File: src/rtl/lr35902_joy_scan.sv
// lr35902_joy_scan: joypad / key-matrix port on the LR35902 I/O bus.
// NSEL active-low select outputs, NIN active-low sense inputs. Each sense
// input is synchronised and debounced. A debounced high-to-low transition
// raises a one-clock irq pulse, except inside the settling window that
// follows any select write.
module lr35902_joy_scan #(
  parameter int NSEL     = 2,
  parameter int NIN      = 4,
  parameter int DEBOUNCE = 4,
  parameter int MASK     = DEBOUNCE + 3
) (
  input  logic            clk,
  input  logic            reset,
  input  logic [7:0]      din,
  output logic [7:0]      dout,
  input  logic            read,
  input  logic            write,
  output logic            irq,
  input  logic [NIN-1:0]  pin,
  output logic [NSEL-1:0] psel
);

  // Counter widths are kept at least one bit so degenerate parameters still elaborate.
  localparam int CW = (DEBOUNCE > 1) ? $clog2(DEBOUNCE) : 1;
  localparam int MW = (MASK > 0) ? $clog2(MASK + 1) : 1;

  if ((NSEL + NIN) > 8 || NSEL < 1 || NIN < 1) begin : g_bad_width
    $error("lr35902_joy_scan: need NSEL>=1, NIN>=1 and NSEL+NIN<=8");
  end
  if (DEBOUNCE < 1) begin : g_bad_debounce
    $error("lr35902_joy_scan: DEBOUNCE must be >= 1");
  end
  if (MASK < 0) begin : g_bad_mask
    $error("lr35902_joy_scan: MASK must be >= 0");
  end

  logic [NIN-1:0]  r_s0;
  logic [NIN-1:0]  r_s1;
  logic [NIN-1:0]  r_deb;
  logic [CW-1:0]   r_cnt [NIN];
  logic [MW-1:0]   r_mcnt;
  logic [NSEL-1:0] r_psel;
  logic [7:0]      r_dout;
  logic            r_irq;

  logic [NIN-1:0]  w_deb_next;
  logic [CW-1:0]   w_cnt_next [NIN];
  logic [MW-1:0]   w_mcnt_next;
  logic            w_irq_next;
  logic [7:0]      w_rdata;
  logic [7:0]      w_unused_din;

  // Only the select field of din is stored; the rest is deliberately ignored.
  assign w_unused_din = din;

  assign dout = r_dout;
  assign irq  = r_irq;
  assign psel = r_psel;

  // Read image: unused high bits read 1, then select field, then debounced inputs.
  always_comb begin
    w_rdata                  = '1;
    w_rdata[NIN-1:0]         = r_deb;
    w_rdata[NIN+NSEL-1:NIN]  = r_psel;
  end

  // Per-input debounce: a change is accepted only after DEBOUNCE consecutive
  // disagreeing samples; any agreeing sample restarts the count.
  always_comb begin
    w_deb_next = r_deb;
    w_cnt_next = '{default: '0};
    for (int unsigned i = 0; i < NIN; i++) begin
      if (r_s1[i] != r_deb[i]) begin
        if (r_cnt[i] == CW'(DEBOUNCE - 1)) begin
          w_deb_next[i] = r_s1[i];
        end else begin
          w_cnt_next[i] = r_cnt[i] + 1'b1;
        end
      end
    end
  end

  // Settling window: reloaded on every write, otherwise counts down to zero.
  // The irq gate looks at the post-edge window value so that a fall landing
  // exactly MASK edges after the write is already allowed through.
  always_comb begin
    if (write) begin
      w_mcnt_next = MW'(MASK);
    end else if (r_mcnt != '0) begin
      w_mcnt_next = r_mcnt - 1'b1;
    end else begin
      w_mcnt_next = '0;
    end
    w_irq_next = (|(r_deb & ~w_deb_next)) && (w_mcnt_next == '0);
  end

  // Two-flop synchroniser for the asynchronous sense inputs.
  always_ff @(posedge clk or posedge reset) begin
    if (reset) begin
      r_s0 <= '1;
      r_s1 <= '1;
    end else begin
      r_s0 <= pin;
      r_s1 <= r_s0;
    end
  end

  // Debounced state and per-input stability counters.
  always_ff @(posedge clk or posedge reset) begin
    if (reset) begin
      r_deb <= '1;
      for (int unsigned i = 0; i < NIN; i++) begin
        r_cnt[i] <= '0;
      end
    end else begin
      r_deb <= w_deb_next;
      for (int unsigned i = 0; i < NIN; i++) begin
        r_cnt[i] <= w_cnt_next[i];
      end
    end
  end

  // Mask window counter and interrupt pulse.
  always_ff @(posedge clk or posedge reset) begin
    if (reset) begin
      r_mcnt <= '0;
      r_irq  <= 1'b0;
    end else begin
      r_mcnt <= w_mcnt_next;
      r_irq  <= w_irq_next;
    end
  end

  // CPU register access: select write and registered read data.
  always_ff @(posedge clk or posedge reset) begin
    if (reset) begin
      r_psel <= '0;
      r_dout <= '1;
    end else begin
      if (write) begin
        r_psel <= din[NIN+NSEL-1:NIN];
      end
      if (read) begin
        r_dout <= w_rdata;
      end
    end
  end

endmodule
File: config.mk
export PLATFORM = sky130hd
export DESIGN_NAME = lr35902_joy_scan
export DESIGN_NICKNAME = d
export VERILOG_FILES = /design/src/rtl/lr35902_joy_scan.sv
export SDC_FILE = /design/constraint.sdc
export NUM_CORES = 1
export LEC_CHECK = 0
export CAP_MARGIN = 30
export CORE_MARGIN = 2
export CORE_UTILIZATION = 46
export CTS_BUF_LIST = sky130_fd_sc_hd__clkbuf_8
export CTS_CLUSTER_DIAMETER = 200
export DETAILED_ROUTE_END_ITERATION = 8
export PLACE_DENSITY_LB_ADDON = 0.2
export SYNTH_ARGS = -nofsm -noshare
export SYNTH_HDL_FRONTEND = slang
export SYNTH_SLANG_ARGS = --single-unit
File: constraint.sdc
create_clock -name clk -period 1.2 [get_ports clk]
set_input_delay 0.3 -clock clk [delete_from_list [all_inputs] [get_ports clk]]
set_output_delay 0.3 -clock clk [all_outputs]
set_load 0.01 [all_outputs]
==> results.cfg <==
[place]
place_congestion = 0.6714
detailed_place_hpwl_um = 1390
place_ws_ns = -0.2282
place.port_buffers = 18

[route]
drt_iter0_markers = 1
detail-route-antenna-nets = 0
drc_errors = 0
route.detailed.vias_per_inst = 4.777
dr.pass1.iters = 3
num_vias = 707
route.final.wire_length_um = 1958
wirelength_per_cell_um = 13.23

[layout]
multi_input_logic_area_um2 = 396.6
insertedDiodeCount = 0
seqCellArea_um2 = 823.3
areaGrowthSynthToFinish_pct = 34.56
final_layout_size_suffix_gt1_share_pct = 55.93
final_nets = 139
filler_cell_count = 198

[flow_run]
cap_viol_max_count = 0

[floorplanning]
floorplan.core_area_mm2 = 0.002500
start_util_pct = 49.10
dieHeight_um = 55.66
std_cell_rows = 18
boundaryPins = 27
die_x_um = 55.66
die-area_mm2 = 0.003097

[setup_path]
worstSetupEndpointType = output pin
worst_path_max_delay_cell = dfstp_2
crit_path_start = dout[0]$_DFFE_PP1P_
setup.worst_path.end = dout[0]
critical_path.startpoint_type = register
path_depth = 1
regToRegStartpoint = r_deb[0]$_DFF_PP1_
cp_cell_sequence = buf_6
worst_path_largest_cell_delay_ns = 0.54
worstSetupPathType = reg2out
endpoint_arrival_time_on_the_critical_path_ns = 0.92
rr_endpoint = irq$_DFF_PP0_
reg2reg_depth = 3
worst_path_dominant_cell_family = flip-flops
worst-path-max-fanout = 2
worstPathRequired_ns = 0.90
worstPathBufferInverterCount = 1
setup.reg_to_reg.worst_slack_ns = -0.02

[logic_synthesis]
synth_cells = 81
synth_async_sr_flop_share_pct = 100.0
post_synth_instance_area_mm2 = 0.001227
synth_ff_type = dfstp_2
synth-seq-cells = 32
synth_sequential_area_ratio_pct = 67.07
synth-edff-count = 0
yosys.cell_types.count = 19
synthesis.area_per_instance_um2 = 15.15
yosysWarnings = 0

[timing]
timing_hold_violations_final = 0
skew_ns = 0.003781
final_report_max_slew_violation_count = 0
period_minus_slack_ns = 1.219
timing.final.setup_violations = 7
setup_ws_ns = -0.01931
rsz_0062_raised_after_global_routing = true
worst_hold_slack_ns = 0.3551
clock.fmax_ghz = 0.8201
min_period_over_period_pct = 101.6
setup_tns_ns = -0.07733

[global_route]
grt_usage_pct = 14.19
number_of_global_route_vias_before_repair = 723
grt_start_max_net_pins = 33
grt_antenna_before_repair = 0
grt_first_pass_wirelength_um = 3236
grt_remaining_overflow = 0

[worst_hold_path]
min-delay-path-class = in2async

[clock_tree]
hold_buffers = 0
cts_made_buffers = 5
cts_tree = yes
cts_sinks = 32
clock_path_buffers = 2
cts.reportedPaths.clkPinSlew_ns = 0.06
clock_latency_ns = 0.28
h-tree-depth = 2
clock_tree.root_cell = clkbuf_8

[power]
leakage_nw = 0.7457
p_per_area_mw_per_mm2 = 2078
power.ir.vdd_worst_v = 0.001374

[status]
status = finished, violations left
failed_checks = setup timing
[registers in the layout, indices dropped and copies added (netlist names)]
name	cells
psel	2
dout	6
r_s0	4
r_s1	4
irq	1
r_cnt	8
r_deb	4
r_mcnt	3
[cell usage in the layout (no fill, tap or decap), drive strengths merged, types with 2 or more instances in the layout]
master and instances:
nor2b 4, xnor2 4, buf 20, clkdlybuf4s50 9, dfrtp 14, and3b 2, mux2 12, a31oi 2
clkinv 2, nor3 4, ha 6, clkbuf 8, inv 5, dfstp 18, conb 2
[worst min-delay path by stage]
stage	from	endpoint	slack, ns	cells after the start
finish	reset	r_cnt[7]$_DFF_PP0_	0.36	3
global route	r_s0[3]$_DFF_PP1_	r_s1[3]$_DFF_PP1_	0.36	0
CTS	reset	r_cnt[6]$_DFF_PP0_	0.36	3
detailed placement	r_s0[3]$_DFF_PP1_	r_s1[3]$_DFF_PP1_	0.35	0
global placement	r_s0[3]$_DFF_PP1_	r_s1[3]$_DFF_PP1_	0.35	0
floorplan	pin[0]	r_s0[0]$_DFF_PP1_	0.30	0
[Yosys cell counts (2+ instances only)]
library cell | number | area share [%]
a31oi_1 | 2 | 1.0
dfrtp_1 | 14 | 29
dfstp_2 | 18 | 39
nor2b_1 | 4 | 2.0
nor3_1 | 4 | 1.6
ha_1 | 6 | 6.1
buf_4 | 2 | 1.2
and3b_1 | 2 | 1.4
mux2_2 | 12 | 11
inv_1 | 5 | 1.5
xnor2_1 | 4 | 2.9
[logic make-up (layout without fill, tap and decap cells)]
family | count (synthesis) | after routing | synth area share, %
AOI/OAI and AO/OA | 6 | 6 | 3.669
xor gates and xnor gates | 4 | 4 | 2.854
adders and majority gates | 6 | 6 | 6.116
buffers and inverters | 8 | 44 | 3.058
DFF | 32 | 32 | 67.07
muxes | 12 | 12 | 11.01
other | 1 | 2 | 0.3055
and+or+nand+nor | 12 | 12 | 5.912
[area by class of cell]
cell class | instances | share of cell area (%)
Sequential cell | 32 | 49.85
Clock inverter | 2 | 0.6061
Inverter | 5 | 1.136
Clock buffer | 6 | 5.000
Tap cell | 30 | 2.273
Multi-Input combinational cell | 42 | 24.02
Timing Repair Buffer | 31 | 17.12
[through the flow]
step	total power [W]	area, um^2	util [%]	std cells
2_1_floorplan	0.002115	1231	-	82
3_3_place_gp	0.002491	1525	61.01	138
3_5_place_dp	0.002549	1525	61.01	138
4_1_cts	0.003449	1638	65.52	146
5_1_grt	0.003633	1652	66.07	148
6_report	0.003432	1652	66.07	148
[where the power goes]
group          switching, W  leakage, nW  internal (W)
logic              0.000349        0.335      0.000590
registers          0.000179        0.359       0.00148
clock network      0.000378       0.0510      0.000457
[routing by layer]
metal	vias up	GRT usage (%)	part of all wire, %
li1	339	-	-
met3	2	6.977	4.1
met4	0	6.272	0.51
met5	-	0	0
met1	353	15.91	43
met2	13	22.79	53
[timing repair]
item / 4_1_cts / 5_1_grt
setup buffers: 0 / 2
pin swaps: 1 / 3
gates resized for setup: 40 / 6
hold endpoints to repair: 0 / 0
setup endpoints to repair: 11 / 11
No activity file was read; power rests on OpenSTA's default activity.
